## config.mk

```make
export PLATFORM = sky130hd
export DESIGN_NAME = xosera_vram_arb_flat
export DESIGN_NICKNAME = d
export VERILOG_FILES = /design/src/rtl/xosera_vram_arb_pkg.sv /design/src/rtl/xosera_vram_arb_if.sv /design/src/rtl/xosera_vram_arb.sv /design/src/flat_wrapper.sv
export SDC_FILE = /design/constraint.sdc
export NUM_CORES = 1
export LEC_CHECK = 0
export ABC_CLOCK_PERIOD_IN_PS = 1850
export BUFFER_PORTS_ARGS = -buffer_cell sky130_fd_sc_hd__buf_2
export CAP_MARGIN = 20
export CORE_ASPECT_RATIO = 0.8
export CORE_MARGIN = 10
export CORE_UTILIZATION = 43
export CTS_CLUSTER_SIZE = 20
export DETAILED_ROUTE_END_ITERATION = 6
export HOLD_SLACK_MARGIN = 0.05
export PLACE_DENSITY = 0.79
export SETUP_SLACK_MARGIN = 0.05
export SLEW_MARGIN = 0
export SYNTH_ARGS = -nofsm -noshare
export SYNTH_HDL_FRONTEND = slang
export SYNTH_SLANG_ARGS = --single-unit
```

## constraint.sdc

```tcl
create_clock -name clk -period 1.85 [get_ports clk]
set_clock_uncertainty 0.1 [all_clocks]
set_input_delay 0.0925 -clock clk [delete_from_list [all_inputs] [get_ports clk]]
set_output_delay 0.0925 -clock clk [all_outputs]
set_load 0.01 [all_outputs]
```

## src/rtl/xosera_vram_arb_pkg.sv

```systemverilog
// Shared types for the Xosera VRAM arbiter: access owner encoding and VRAM geometry.
package xosera_pkg;

    typedef enum logic [1:0] {
        OWN_NONE,
        OWN_VID,
        OWN_REG,
        OWN_BLT
    } vram_owner_t;

    localparam int VRAM_ADDR_W = 16;

    function automatic logic owner_is_port(input vram_owner_t owner);
        return (owner == OWN_REG) || (owner == OWN_BLT);
    endfunction

endpackage

```

## src/rtl/xosera_vram_arb_if.sv

```systemverilog
// Bundle of requester and VRAM-side signals around xosera_vram_arb; the arbiter uses the slave view.
interface xosera_vram_arb_if #(
    parameter int ADDR_W = 16,
    parameter int DATA_W = 16
);
    localparam int MASK_W = DATA_W / 4;

    logic              vid_sel_i;
    logic [ADDR_W-1:0] vid_addr_i;
    logic [DATA_W-1:0] vid_data_o;

    logic              reg_req_i;
    logic              reg_wr_i;
    logic [MASK_W-1:0] reg_wr_mask_i;
    logic [ADDR_W-1:0] reg_addr_i;
    logic [DATA_W-1:0] reg_data_i;
    logic              reg_ack_o;

    logic              blit_req_i;
    logic              blit_wr_i;
    logic [MASK_W-1:0] blit_wr_mask_i;
    logic [ADDR_W-1:0] blit_addr_i;
    logic [DATA_W-1:0] blit_data_i;
    logic              blit_ack_o;

    logic [DATA_W-1:0] rd_data_o;

    logic              vram_sel_o;
    logic              vram_wr_o;
    logic [MASK_W-1:0] vram_wr_mask_o;
    logic [ADDR_W-1:0] vram_addr_o;
    logic [DATA_W-1:0] vram_data_o;
    logic [DATA_W-1:0] vram_data_i;

    modport master (
        output vid_sel_i, vid_addr_i,
        output reg_req_i, reg_wr_i, reg_wr_mask_i, reg_addr_i, reg_data_i,
        output blit_req_i, blit_wr_i, blit_wr_mask_i, blit_addr_i, blit_data_i,
        output vram_data_i,
        input  vid_data_o, reg_ack_o, blit_ack_o, rd_data_o,
        input  vram_sel_o, vram_wr_o, vram_wr_mask_o, vram_addr_o, vram_data_o
    );

    modport slave (
        input  vid_sel_i, vid_addr_i,
        input  reg_req_i, reg_wr_i, reg_wr_mask_i, reg_addr_i, reg_data_i,
        input  blit_req_i, blit_wr_i, blit_wr_mask_i, blit_addr_i, blit_data_i,
        input  vram_data_i,
        output vid_data_o, reg_ack_o, blit_ack_o, rd_data_o,
        output vram_sel_o, vram_wr_o, vram_wr_mask_o, vram_addr_o, vram_data_o
    );

endinterface

```

## src/rtl/xosera_vram_arb.sv

```systemverilog
// VRAM arbiter: video has absolute priority, reg/blit share the remaining slots round-robin.
// Define XOSERA_BLIT_PORT_EN to enable the blitter port; otherwise reg owns every non-video slot.
module xosera_vram_arb
    import xosera_pkg::*;
#(
    parameter int ADDR_W = VRAM_ADDR_W,
    parameter int DATA_W = 16
) (
    input  logic             clk,
    input  logic             reset_n_i,
    xosera_vram_arb_if.slave bus
);

    localparam int MASK_W = DATA_W / 4;

    vram_owner_t       grant_s;
    vram_owner_t       own1_r;
    vram_owner_t       own2_r;
    logic              reg_elig_s;
    logic              blit_elig_s;
    logic              reg_busy_r;
    logic              sel_s;
    logic              wr_s;
    logic [MASK_W-1:0] mask_s;
    logic [ADDR_W-1:0] addr_s;
    logic [DATA_W-1:0] data_s;
    logic [DATA_W-1:0] rd_hold_r;
`ifdef XOSERA_BLIT_PORT_EN
    logic              blit_busy_r;
    logic              last_blit_r;
    logic              contested_s;
`endif

    // Arbitration decision for this cycle
    always_comb begin
        reg_elig_s = bus.reg_req_i & ~reg_busy_r;
`ifdef XOSERA_BLIT_PORT_EN
        blit_elig_s = bus.blit_req_i & ~blit_busy_r;
        contested_s = reg_elig_s & blit_elig_s & ~bus.vid_sel_i;
`else
        blit_elig_s = 1'b0;
`endif
        if (bus.vid_sel_i) begin
            grant_s = OWN_VID;
`ifdef XOSERA_BLIT_PORT_EN
        end else if (contested_s) begin
            // the port that lost the previous tie goes first
            grant_s = last_blit_r ? OWN_REG : OWN_BLT;
`endif
        end else if (reg_elig_s) begin
            grant_s = OWN_REG;
        end else if (blit_elig_s) begin
            grant_s = OWN_BLT;
        end else begin
            grant_s = OWN_NONE;
        end
    end

    // Operand steering for the granted port; address and data hold when idle
    always_comb begin
        sel_s  = 1'b1;
        wr_s   = 1'b0;
        mask_s = {MASK_W{1'b0}};
        addr_s = bus.vram_addr_o;
        data_s = bus.vram_data_o;
        case (grant_s)
            OWN_VID: begin
                addr_s = bus.vid_addr_i;
            end
            OWN_REG: begin
                wr_s   = bus.reg_wr_i;
                mask_s = bus.reg_wr_i ? bus.reg_wr_mask_i : {MASK_W{1'b0}};
                addr_s = bus.reg_addr_i;
                data_s = bus.reg_data_i;
            end
            OWN_BLT: begin
                wr_s   = bus.blit_wr_i;
                mask_s = bus.blit_wr_i ? bus.blit_wr_mask_i : {MASK_W{1'b0}};
                addr_s = bus.blit_addr_i;
                data_s = bus.blit_data_i;
            end
            default: begin
                sel_s = 1'b0;
            end
        endcase
    end

    // VRAM command registers
    always_ff @(posedge clk or negedge reset_n_i) begin
        if (!reset_n_i) begin
            bus.vram_sel_o     <= 1'b0;
            bus.vram_wr_o      <= 1'b0;
            bus.vram_wr_mask_o <= {MASK_W{1'b0}};
            bus.vram_addr_o    <= {ADDR_W{1'b0}};
            bus.vram_data_o    <= {DATA_W{1'b0}};
        end else begin
            bus.vram_sel_o     <= sel_s;
            bus.vram_wr_o      <= wr_s;
            bus.vram_wr_mask_o <= mask_s;
            bus.vram_addr_o    <= addr_s;
            bus.vram_data_o    <= data_s;
        end
    end

    // Owner pipeline, acks and busy tracking (busy spans grant through the ack cycle)
    always_ff @(posedge clk or negedge reset_n_i) begin
        if (!reset_n_i) begin
            own1_r        <= OWN_NONE;
            own2_r        <= OWN_NONE;
            bus.reg_ack_o <= 1'b0;
            reg_busy_r    <= 1'b0;
        end else begin
            own1_r        <= grant_s;
            own2_r        <= own1_r;
            bus.reg_ack_o <= (own1_r == OWN_REG);
            if (grant_s == OWN_REG) begin
                reg_busy_r <= 1'b1;
            end else if (bus.reg_ack_o) begin
                reg_busy_r <= 1'b0;
            end else begin
                reg_busy_r <= reg_busy_r;
            end
        end
    end

`ifdef XOSERA_BLIT_PORT_EN
    // Blitter ack/busy and round-robin memory of the last contested winner
    always_ff @(posedge clk or negedge reset_n_i) begin
        if (!reset_n_i) begin
            bus.blit_ack_o <= 1'b0;
            blit_busy_r    <= 1'b0;
            last_blit_r    <= 1'b1;
        end else begin
            bus.blit_ack_o <= (own1_r == OWN_BLT);
            if (grant_s == OWN_BLT) begin
                blit_busy_r <= 1'b1;
            end else if (bus.blit_ack_o) begin
                blit_busy_r <= 1'b0;
            end else begin
                blit_busy_r <= blit_busy_r;
            end
            if (contested_s) begin
                last_blit_r <= (grant_s == OWN_BLT);
            end else begin
                last_blit_r <= last_blit_r;
            end
        end
    end
`else
    // Blitter port compiled out: never acknowledged
    always_ff @(posedge clk or negedge reset_n_i) begin
        if (!reset_n_i) begin
            bus.blit_ack_o <= 1'b0;
        end else begin
            bus.blit_ack_o <= 1'b0;
        end
    end
`endif

    // Read-data capture: video registered one cycle later, port data held between acks
    always_ff @(posedge clk or negedge reset_n_i) begin
        if (!reset_n_i) begin
            bus.vid_data_o <= {DATA_W{1'b0}};
            rd_hold_r      <= {DATA_W{1'b0}};
        end else begin
            if (own2_r == OWN_VID) begin
                bus.vid_data_o <= bus.vram_data_i;
            end else begin
                bus.vid_data_o <= bus.vid_data_o;
            end
            rd_hold_r <= bus.rd_data_o;
        end
    end

    // Port read data passes straight through in the ack cycle
    always_comb begin
        if (owner_is_port(own2_r)) begin
            bus.rd_data_o = bus.vram_data_i;
        end else begin
            bus.rd_data_o = rd_hold_r;
        end
    end

endmodule

```

## src/flat_wrapper.sv

```systemverilog
// flat-port wrapper written by rule: the top's interface ports become plain ports
module xosera_vram_arb_flat import xosera_pkg::*;
#(
    parameter int ADDR_W = VRAM_ADDR_W,
    parameter int DATA_W = 16
)
  (clk, reset_n_i, bus_vid_sel_i, bus_vid_addr_i, bus_reg_req_i, bus_reg_wr_i, bus_reg_wr_mask_i, bus_reg_addr_i, bus_reg_data_i, bus_blit_req_i, bus_blit_wr_i, bus_blit_wr_mask_i, bus_blit_addr_i, bus_blit_data_i, bus_vram_data_i, bus_vid_data_o, bus_reg_ack_o, bus_blit_ack_o, bus_rd_data_o, bus_vram_sel_o, bus_vram_wr_o, bus_vram_wr_mask_o, bus_vram_addr_o, bus_vram_data_o);
  xosera_vram_arb_if #(.ADDR_W(ADDR_W), .DATA_W(DATA_W)) bus_i ();
  input  logic clk;
  input  logic reset_n_i;
  input wire logic [$bits(bus_i.vid_sel_i)-1:0] bus_vid_sel_i;
  input wire logic [$bits(bus_i.vid_addr_i)-1:0] bus_vid_addr_i;
  input wire logic [$bits(bus_i.reg_req_i)-1:0] bus_reg_req_i;
  input wire logic [$bits(bus_i.reg_wr_i)-1:0] bus_reg_wr_i;
  input wire logic [$bits(bus_i.reg_wr_mask_i)-1:0] bus_reg_wr_mask_i;
  input wire logic [$bits(bus_i.reg_addr_i)-1:0] bus_reg_addr_i;
  input wire logic [$bits(bus_i.reg_data_i)-1:0] bus_reg_data_i;
  input wire logic [$bits(bus_i.blit_req_i)-1:0] bus_blit_req_i;
  input wire logic [$bits(bus_i.blit_wr_i)-1:0] bus_blit_wr_i;
  input wire logic [$bits(bus_i.blit_wr_mask_i)-1:0] bus_blit_wr_mask_i;
  input wire logic [$bits(bus_i.blit_addr_i)-1:0] bus_blit_addr_i;
  input wire logic [$bits(bus_i.blit_data_i)-1:0] bus_blit_data_i;
  input wire logic [$bits(bus_i.vram_data_i)-1:0] bus_vram_data_i;
  output wire logic [$bits(bus_i.vid_data_o)-1:0] bus_vid_data_o;
  output wire logic [$bits(bus_i.reg_ack_o)-1:0] bus_reg_ack_o;
  output wire logic [$bits(bus_i.blit_ack_o)-1:0] bus_blit_ack_o;
  output wire logic [$bits(bus_i.rd_data_o)-1:0] bus_rd_data_o;
  output wire logic [$bits(bus_i.vram_sel_o)-1:0] bus_vram_sel_o;
  output wire logic [$bits(bus_i.vram_wr_o)-1:0] bus_vram_wr_o;
  output wire logic [$bits(bus_i.vram_wr_mask_o)-1:0] bus_vram_wr_mask_o;
  output wire logic [$bits(bus_i.vram_addr_o)-1:0] bus_vram_addr_o;
  output wire logic [$bits(bus_i.vram_data_o)-1:0] bus_vram_data_o;
  assign bus_i.vid_sel_i = bus_vid_sel_i;
  assign bus_i.vid_addr_i = bus_vid_addr_i;
  assign bus_i.reg_req_i = bus_reg_req_i;
  assign bus_i.reg_wr_i = bus_reg_wr_i;
  assign bus_i.reg_wr_mask_i = bus_reg_wr_mask_i;
  assign bus_i.reg_addr_i = bus_reg_addr_i;
  assign bus_i.reg_data_i = bus_reg_data_i;
  assign bus_i.blit_req_i = bus_blit_req_i;
  assign bus_i.blit_wr_i = bus_blit_wr_i;
  assign bus_i.blit_wr_mask_i = bus_blit_wr_mask_i;
  assign bus_i.blit_addr_i = bus_blit_addr_i;
  assign bus_i.blit_data_i = bus_blit_data_i;
  assign bus_i.vram_data_i = bus_vram_data_i;
  assign bus_vid_data_o = bus_i.vid_data_o;
  assign bus_reg_ack_o = bus_i.reg_ack_o;
  assign bus_blit_ack_o = bus_i.blit_ack_o;
  assign bus_rd_data_o = bus_i.rd_data_o;
  assign bus_vram_sel_o = bus_i.vram_sel_o;
  assign bus_vram_wr_o = bus_i.vram_wr_o;
  assign bus_vram_wr_mask_o = bus_i.vram_wr_mask_o;
  assign bus_vram_addr_o = bus_i.vram_addr_o;
  assign bus_vram_data_o = bus_i.vram_data_o;
  xosera_vram_arb #(.ADDR_W(ADDR_W), .DATA_W(DATA_W)) u_core (.clk(clk), .reset_n_i(reset_n_i), .bus(bus_i));
endmodule
```

# [After elaboration in Yosys (flattened, before gate mapping)]
# Index checks and enable logic that the tools add are counted.
[word_totals] ff_bits=76 in_bits=111 word_cells=37
[classes] eq_ne=7 muxes=12 n_bitwise=2 n_reduce_logical=5
[ops] operator="case mux 16 bit (3 select lines)" n=1
[ops] operator="case mux 16 bit (2 select lines)" n=1
[ops] operator="two-way mux 16 bit" n=1
[ops] operator="== test 2 bit, second input constant" n=5
[ops] operator="two-way mux 4 bit" n=2
[ops] operator="case mux 4 bit (2 select lines)" n=1
[ops] operator="== test 2 x 1 -> 1 bit, second input constant" n=2
[ops] operator="two-way mux 2 bit" n=2
[ops] operator="nonzero test 2 bit" n=2
[ops] operator="two-way mux 1 bit" n=3
[ops] operator="nonzero test 3 bit" n=1
[ops] operator="OR reduction 3 bit" n=1
[ops] operator="case mux 1 bit (2 select lines)" n=1
[ops] operator="AND 1 bit" n=1
[ops] operator="logical OR 1 bit" n=1
[ops] operator="inverter 1 bit" n=1

# [Logic depth before layout (Yosys ltp)]
# Gate-level depths: netlist of the first run.
[depth] ltp_word=7 mapped_depth=5

# [Worst setup path before layout of the first run]
# Ideal clock, no wire load.
[synth_path] path_kind="register to register" startpoint="register u_core.own2_r[1]" endpoint="register u_core.bus.vid_data_o[10]" setup_time_ns=0.125 arrival_time_ns=1.200 setup_slack_ns=0.425 stages_incl_launch_ff=6 n_path_buf=3 path_cell_list="dfrtp_1 -> buf_2 -> nand2b_1 -> buf_2 -> buf_6 -> mux2_2"
[synth_via] elab_chain_len=1
[synth_rtl] element="start, declared" line="xosera_vram_arb.sv:18" rtl="vram_owner_t own2_r;"
[synth_rtl] element="start signal, assigned" line="xosera_vram_arb.sv:114" rtl="own2_r <= own1_r;"
[synth_rtl] element="== test 2 x 1 -> 1 bit" line="xosera_vram_arb.sv:166" rtl="if (own2_r == OWN_VID) begin"
[synth_rtl] element="end signal, assigned" line="xosera_vram_arb.sv:163" rtl="bus.vid_data_o <= {DATA_W{1'b0}};"
[synth_rtl] element="end signal, assigned" line="xosera_vram_arb.sv:167" rtl="bus.vid_data_o <= bus.vram_data_i;"
[synth_rtl] element="end signal, assigned" line="xosera_vram_arb.sv:169" rtl="bus.vid_data_o <= bus.vid_data_o;"
[synth_rtl] element="end, declared" line="xosera_vram_arb_if.sv:49" rtl="output vid_data_o, reg_ack_o, blit_ack_o, rd_data_o,"
# No other way between the ends.
# A chain may end at the register's enable or synchronous reset.

# [Final worst setup path of the first run]
[layout_path] startpoint="register u_core.own2_r[1]" endpoint="output port bus_rd_data_o[11]"
[layout_via] elab_chain_len=3
[layout_rtl] element="== test 2 bit" line="xosera_vram_arb_pkg.sv:14" rtl="return (owner == OWN_REG) || (owner == OWN_BLT);"
[layout_rtl] element="logical OR 1 bit *" line="xosera_vram_arb_pkg.sv:14"
[layout_rtl] element="two-way mux 16 bit *" line="xosera_vram_arb.sv:177" rtl="if (owner_is_port(own2_r)) begin"
[layout_rtl] element="end, declared" line="flat_wrapper.sv:27" rtl="output wire logic [$bits(bus_i.rd_data_o)-1:0] bus_rd_data_o;"
# Every way passes the cells marked *; elsewhere a longest branch is shown, timed or not.

==> results.md, run 1 <==
- Design Area, Final: 4805 um^2
- HP Class: in2reg
- DP Worst Slack: 0.4510 ns
- Final Max Tran Viols: 0
- Via density: 4.911
- WHS: 0.09497 ns
- Antenna diode count: 0
- Fmax: 598.0 MHz
- Synth warnings: 0
- CTS root buf: clkbuf_8
- Pwr dens: 1166 nW/um^2
- Post-synthesis cell area: 3065 um^2
- Pre-antenna DRT Iters: 4
- Vias: 2588
- Die extent in y: 95.52 um
- First-pass GRT wire length: 15190 um
- Rows: 27
- Finished Core Util: 69.72%
- Largest net degree at the start of global routing: 46
- Gr usage total: 17.57%
- Critical path type: reg2out
- CTS Buf Count: 9
- #FFs+latches synth: 76
- VDD IR max: 0.7308 mV
- Status: finished, final reports clean
- Worst R2R Path Depth: 4
- Area grow syn2layout: 56.73%
- Worst EP required: 1.66 ns
- Cell total after placement: 440
- Layout cells sized above 1: 50.00%
- Fin crit period: 1.672 ns
- Max Cap Violations: 0
- Dpl cell area: 3882 um^2
- Longest Clk Path Bufs: 2
- Layout Cells excl Fill: 527
- Worst-path maximum fanout: 15
- Post-DRT Antenna Nets: 0
- Initial antenna violation count: 0
- Synth unique cells: 21
- Nets: 546
- I/O pins: 183
- H-Tree Depth: 3
- Core area: 6892 um^2
- GPL Wtd Cong: 0.7488
- Die X: 114.4 um
- Hold Path Stages: 3
- Detailed-route wire length per cell: 18.13 um
- DRC viols: 0
- Sinks on Clock Net: 76
- Critical path data arrival time: 1.48 ns
- Vias in the first global route: 2852
- Syn nets: 328
- DR iter-0 viols: 111
- Final Hold Viols: 0
- Synthesized instance count: 217
- CTS tree: done
- Final setup margin: 0.1778 ns
- Seq/Total Area, Yosys: 62.04%
- Port Buffers: 143
- Period utilization: 90.39%
- Fin Setup TNS: 0 ns
- Post CTS Setup Buffer Count: 0
- Routed Wire Length: 9554 um
- Commonest non-fill, non-tap cell in the layout: buf_2
- Fillers: 500
- Die area: 10930 um^2
- Unrepaired setup endpoints after global routing: false
- Critical path launch point type: register
- CP endpoint kind: output port
- Most frequent cells in the layout: 142 x buf_2, 76 x dfrtp_1, 71 x dlygate4sd3_1, 48 x mux2_2, 17 x inv_1
- Gr ovfl total: 0
- Final setup fails: 0
- Skew-Pair Late Insertion Delay: 0.35 ns
- Syn avg cell area: 14.13 um^2
- Leakage: 2.320 nW
- PnR Total Power: 5.603 mW
- Worst-path clk slew: 0.08 ns
- Initial Util: 44.48%
- DP Wirelength: 6172 um
## cell usage after synthesis, drive strengths merged
master | n | area share (%)
a21o | 1 | 0.24
and2 | 4 | 0.82
and4bb | 1 | 0.41
buf | 9 | 2.0
clkbuf | 7 | 0.90
conb | 1 | 0.12
dfrtp | 76 | 62
inv | 17 | 2.1
mux2 | 48 | 18
nand2 | 16 | 2.0
nand2b | 1 | 0.20
nand4bb | 14 | 5.1
nor2b | 2 | 0.49
nor3b | 1 | 0.41
o311ai | 16 | 4.6
or2 | 1 | 0.20
or4bb | 2 | 0.73
## flip-flops by register name, summed over array words and instances, names as in the netlist, 2 cells and up
| name | flops |
|---|---|
| u_core.bus.vid_data_o | 16 |
| u_core.bus.vram_wr_mask_o | 4 |
| u_core.rd_hold_r | 16 |
| u_core.own1_r | 2 |
| u_core.bus.vram_addr_o | 16 |
| u_core.own2_r | 2 |
| u_core.bus.vram_data_o | 16 |
## worst max-delay path, stage by stage, from the launching register on
cell and delay (ns):
dfrtp_1 0.41, buf_6 0.21, mux2_2 0.37, buf_2 0.15
## power breakdown
| group | internal (mW) | switching, mW | total, mW |
|---|---|---|---|
| Clock | 0.669 | 0.625 | 1.29 |
| Combinational | 0.983 | 0.945 | 1.93 |
| Sequential | 2.17 | 0.214 | 2.38 |
## worst paths after layout
kind                              startpoint                         end  slack, ns
min in group asynchronous          reset_n_i         u_core.rd_hold_r[1]       0.14
min                            bus_reg_req_i  u_core.bus.vram_addr_o[13]       0.09
max in group asynchronous          reset_n_i         u_core.rd_hold_r[3]       0.91
min reg2reg                 u_core.own1_r[1]            u_core.own2_r[1]       0.28
max reg2reg                u_core.reg_busy_r   u_core.bus.vram_addr_o[2]       0.38
max                         u_core.own2_r[1]           bus_rd_data_o[11]       0.18
## cell type report
cell class,count,area [um^2],share of cell area (%)
multi-input cells,108,1010,21.02
repair buffers,223,1513,31.48
clock inverters,6,70.07,1.458
clock buffers,10,137.6,2.865
well taps,87,108.9,2.266
inverters,17,63.81,1.328
flip-flops and latches,76,1902,39.58
## what timing repair did
action / 4_1_cts / 5_1_grt
hold endpoints to repair: 146 / 0
setup endpoints to repair: 0 / 5
hold buffers: 71 / 0
gates resized for setup: 0 / 1
## routing by layer
| metal | track usage, % | wire length, um | part of all wire [%] |
|---|---|---|---|
| met3 | 9.730 | 996 | 10 |
| met2 | 28.01 | 4616 | 48 |
| met1 | 19.87 | 3791 | 40 |
| met4 | 5.313 | 150 | 1.6 |
| met5 | 0 | 0 | 0 |
## kinds of logic after synthesis
group                  Yosys count  synth area share (%)
flip-flops                      76                 62.04
multiplexers                    48                 17.63
AND/OR/NAND/NOR                 42                 10.37
buffers and inverters           33                 5.020
AO/OA/AOI/OAI                   17                 4.816
other                            1                0.1223
Power figures use the tool's default switching activity.
==> inputs of run 2 (changes only) <==
--- a/config.mk
+++ b/config.mk
@@ -6,15 +6,15 @@
 export NUM_CORES = 1
 export LEC_CHECK = 0
 export ABC_CLOCK_PERIOD_IN_PS = 1850
-export BUFFER_PORTS_ARGS = -buffer_cell sky130_fd_sc_hd__buf_2
 export CAP_MARGIN = 20
 export CORE_ASPECT_RATIO = 0.8
 export CORE_MARGIN = 10
-export CORE_UTILIZATION = 43
+export CORE_UTILIZATION = 53
 export CTS_CLUSTER_SIZE = 20
 export DETAILED_ROUTE_END_ITERATION = 6
+export DONT_BUFFER_PORTS = 1
 export HOLD_SLACK_MARGIN = 0.05
-export PLACE_DENSITY = 0.79
+export PLACE_DENSITY = 0.68
 export SETUP_SLACK_MARGIN = 0.05
 export SLEW_MARGIN = 0
 export SYNTH_ARGS = -nofsm -noshare
==> results.md, run 2 (same netlist as run 1, synthesis figures left out) <==
- Status: complete, but fails checks
- Violated checks: hold timing
- Layout Cells excl Fill: 374 (-29%)
- Finished Core Util: 73.46% (+3.7 points)
- Final Hold Viols: 76 (+76)
- M3 GR Usage: 8.731% (-1.0 points)
- Most frequent cells in the layout: 76 x dfrtp_1, 71 x dlygate4sd3_1, 48 x mux2_2, 17 x inv_1
- CTS root buf: clkbuf_8
- Final setup fails: 0 (unchanged)
- Pre-antenna DRT Iters: 5 (+1)
- Met2 usage: 30.48% (+2.5 points)
- Largest net degree at the start of global routing: 77 (+67%)
- Critical path type: in2reg
- Pwr dens: 1249 nW/um^2 (+7.1%)
- Routed Wire Length: 8288 um (-13%)
- HP Class: in2async
- Initial antenna violation count: 2 (+2)
- Fin crit period: 1.742 ns (+0.06947 ns)
- Post-DRT Antenna Nets: 0 (unchanged)
- Cell total after placement: 283 (-36%)
- CTS Buf Count: 9 (unchanged)
- CTS tree: done
- Die X: 105.0 um (-8.2%)
- Worst-path clk slew: 0.08 ns (about the same)
- H-Tree Depth: 3 (unchanged)
- DR iter-0 viols: 103 (-7.2%)
- DP Wirelength: 5178 um (-16%)
- Gr usage total: 17.63% (+0.068 points)
- First-pass GRT wire length: 12630 um (-17%)
- Via density: 5.417 (+10%)
- Sinks on Clock Net: 76 (unchanged)
- Slew headroom: 58.06%
- Layout cells sized above 1: 24.23% (-26 points)
- Fin Setup TNS: 0 ns (unchanged)
- Vias: 2026 (-22%)
- Skew-Pair Late Insertion Delay: 0.34 ns (about the same)
- Worst-margin pin slew: 0.6263 ns
- Vias in the first global route: 2242 (-21%)
- Met1 usage: 17.96% (-1.9 points)
- Max Cap Violations: 0 (unchanged)
- Critical path data arrival time: 1.92 ns (+0.44 ns)
- CP endpoint kind: register
- Worst-path maximum fanout: 52 (+37)
- GPL Wtd Cong: 0.7203 (-3.8%)
- Cts hold-fix bufs: 73 (+2.8%)
- Area grow syn2layout: 32.41%
- Core area: 5525 um^2 (-20%)
- Critical path launch point type: primary input
- CP Launch Point: bus_vid_sel_i
- WHS: -0.6526 ns (-0.7475 ns)
- Period utilization: 94.14% (+3.8 points)
- Detailed-route wire length per cell: 22.16 um (+22%)
- Nets: 400 (-27%)
- Fmax: 574.2 MHz (-4.0%)
- Worst EP required: 2.03 ns (+0.37 ns)
- Gr ovfl total: 0 (unchanged)
- Worst R2R Path Depth: 3 (-1)
- Die area: 9245 um^2 (-15%)
- Reg-to-reg setup timing slack: 0.13 ns (-0.25 ns)
- Reg-to-reg startpoint: u_core.reg_busy_r
- DP Worst Slack: 0.3040 ns (-0.1470 ns)
- Fillers: 371 (-26%)
- DRC viols: 0 (unchanged)
- Port Buffers: 0 (-100%)
- Longest Clk Path Bufs: 2 (unchanged)
- Initial Util: 55.48% (+11 points)
- Commonest non-fill, non-tap cell in the layout: dfrtp_1
- Leakage: 1.742 nW (-25%)
- Rows: 24 (-11%)
- Die extent in y: 88.02 um (-7.9%)
- R2r endpoint: u_core.own1_r[1]
- Gr busiest metal: met2
- Unrepaired setup endpoints after global routing: false
- VDD IR max: 0.7574 mV (+3.6%)
- I/O pins: 183 (unchanged)
- Final Max Tran Viols: 0 (unchanged)
- Final setup margin: 0.1083 ns (-0.06947 ns)
-- run 2: cell count changes in the layout (fill, tap and decap cells not counted), moves of 2 or more --
cell        delta
clkinvlp_4     -2
diode_2        +3
clkinv_2       +2
buf_2        -142
inv_6          -2
buf_4          -4
-- run 2: stage by stage --
| step | power, mW | instance area, um^2 |
|---|---|---|
| floorplan | 3.370 | 3065 |
| global placement | 3.569 | 3103 |
| detailed placement | 3.642 | 3103 |
| CTS | 5.100 | 4049 |
| global route | 5.337 | 4056 |
| finish | 5.068 | 4059 |
-- run 2: worst max-delay path by stage --
stage                                       endpoint  depth (start not counted)
after floorplan            u_core.bus.vid_data_o[10]                          5
after global placement    u_core.bus.vram_data_o[15]                          3
after detailed placement   u_core.bus.vram_data_o[7]                          3
after CTS                       u_core.bus.vram_wr_o                          3
after global routing                u_core.own1_r[1]                          5
final                               u_core.own1_r[1]                          5
-- run 2: power breakdown --
part	internal, mW	total, mW	switching, mW
logic	0.593	1.10	0.512
registers	2.17	2.66	0.485
clock network	0.748	1.31	0.560
total	3.51	5.07	1.56
-- run 2: area by class of cell --
| cell class | instances | area, um^2 | share of cell area (%) |
|---|---|---|---|
| tap | 78 | 97.59 | 2.404 |
| clock buffer | 10 | 127.6 | 3.144 |
| clock inverter | 5 | 77.57 | 1.911 |
| timing repair buffer | 77 | 773.2 | 19.05 |
| inverter | 17 | 63.81 | 1.572 |
| antenna | 3 | 7.507 | 0.1850 |
| sequential | 76 | 1902 | 46.86 |
| multi-input combinational | 108 | 1010 | 24.88 |
-- run 2: repair_timing --
action                                  4_1_cts  5_1_grt
hold endpoints to repair                    148       76
resized for setup                             0        1
setup buffers                                 0        0
endpoints found under the setup margin        0        1
-- run 2: critical path: stages --
cell	delay (ns)
dlygate4sd3_1	0.59
buf_12	0.19
nor3b_2	0.18
buf_4	0.28
dlygate4sd3_1	0.59
-- run 2: layer usage --
metal	routed length, um	up-vias
met2	4368	121
met5	0	-
met1	2905	984
met3	876	13
met4	138	0
li1	-	908
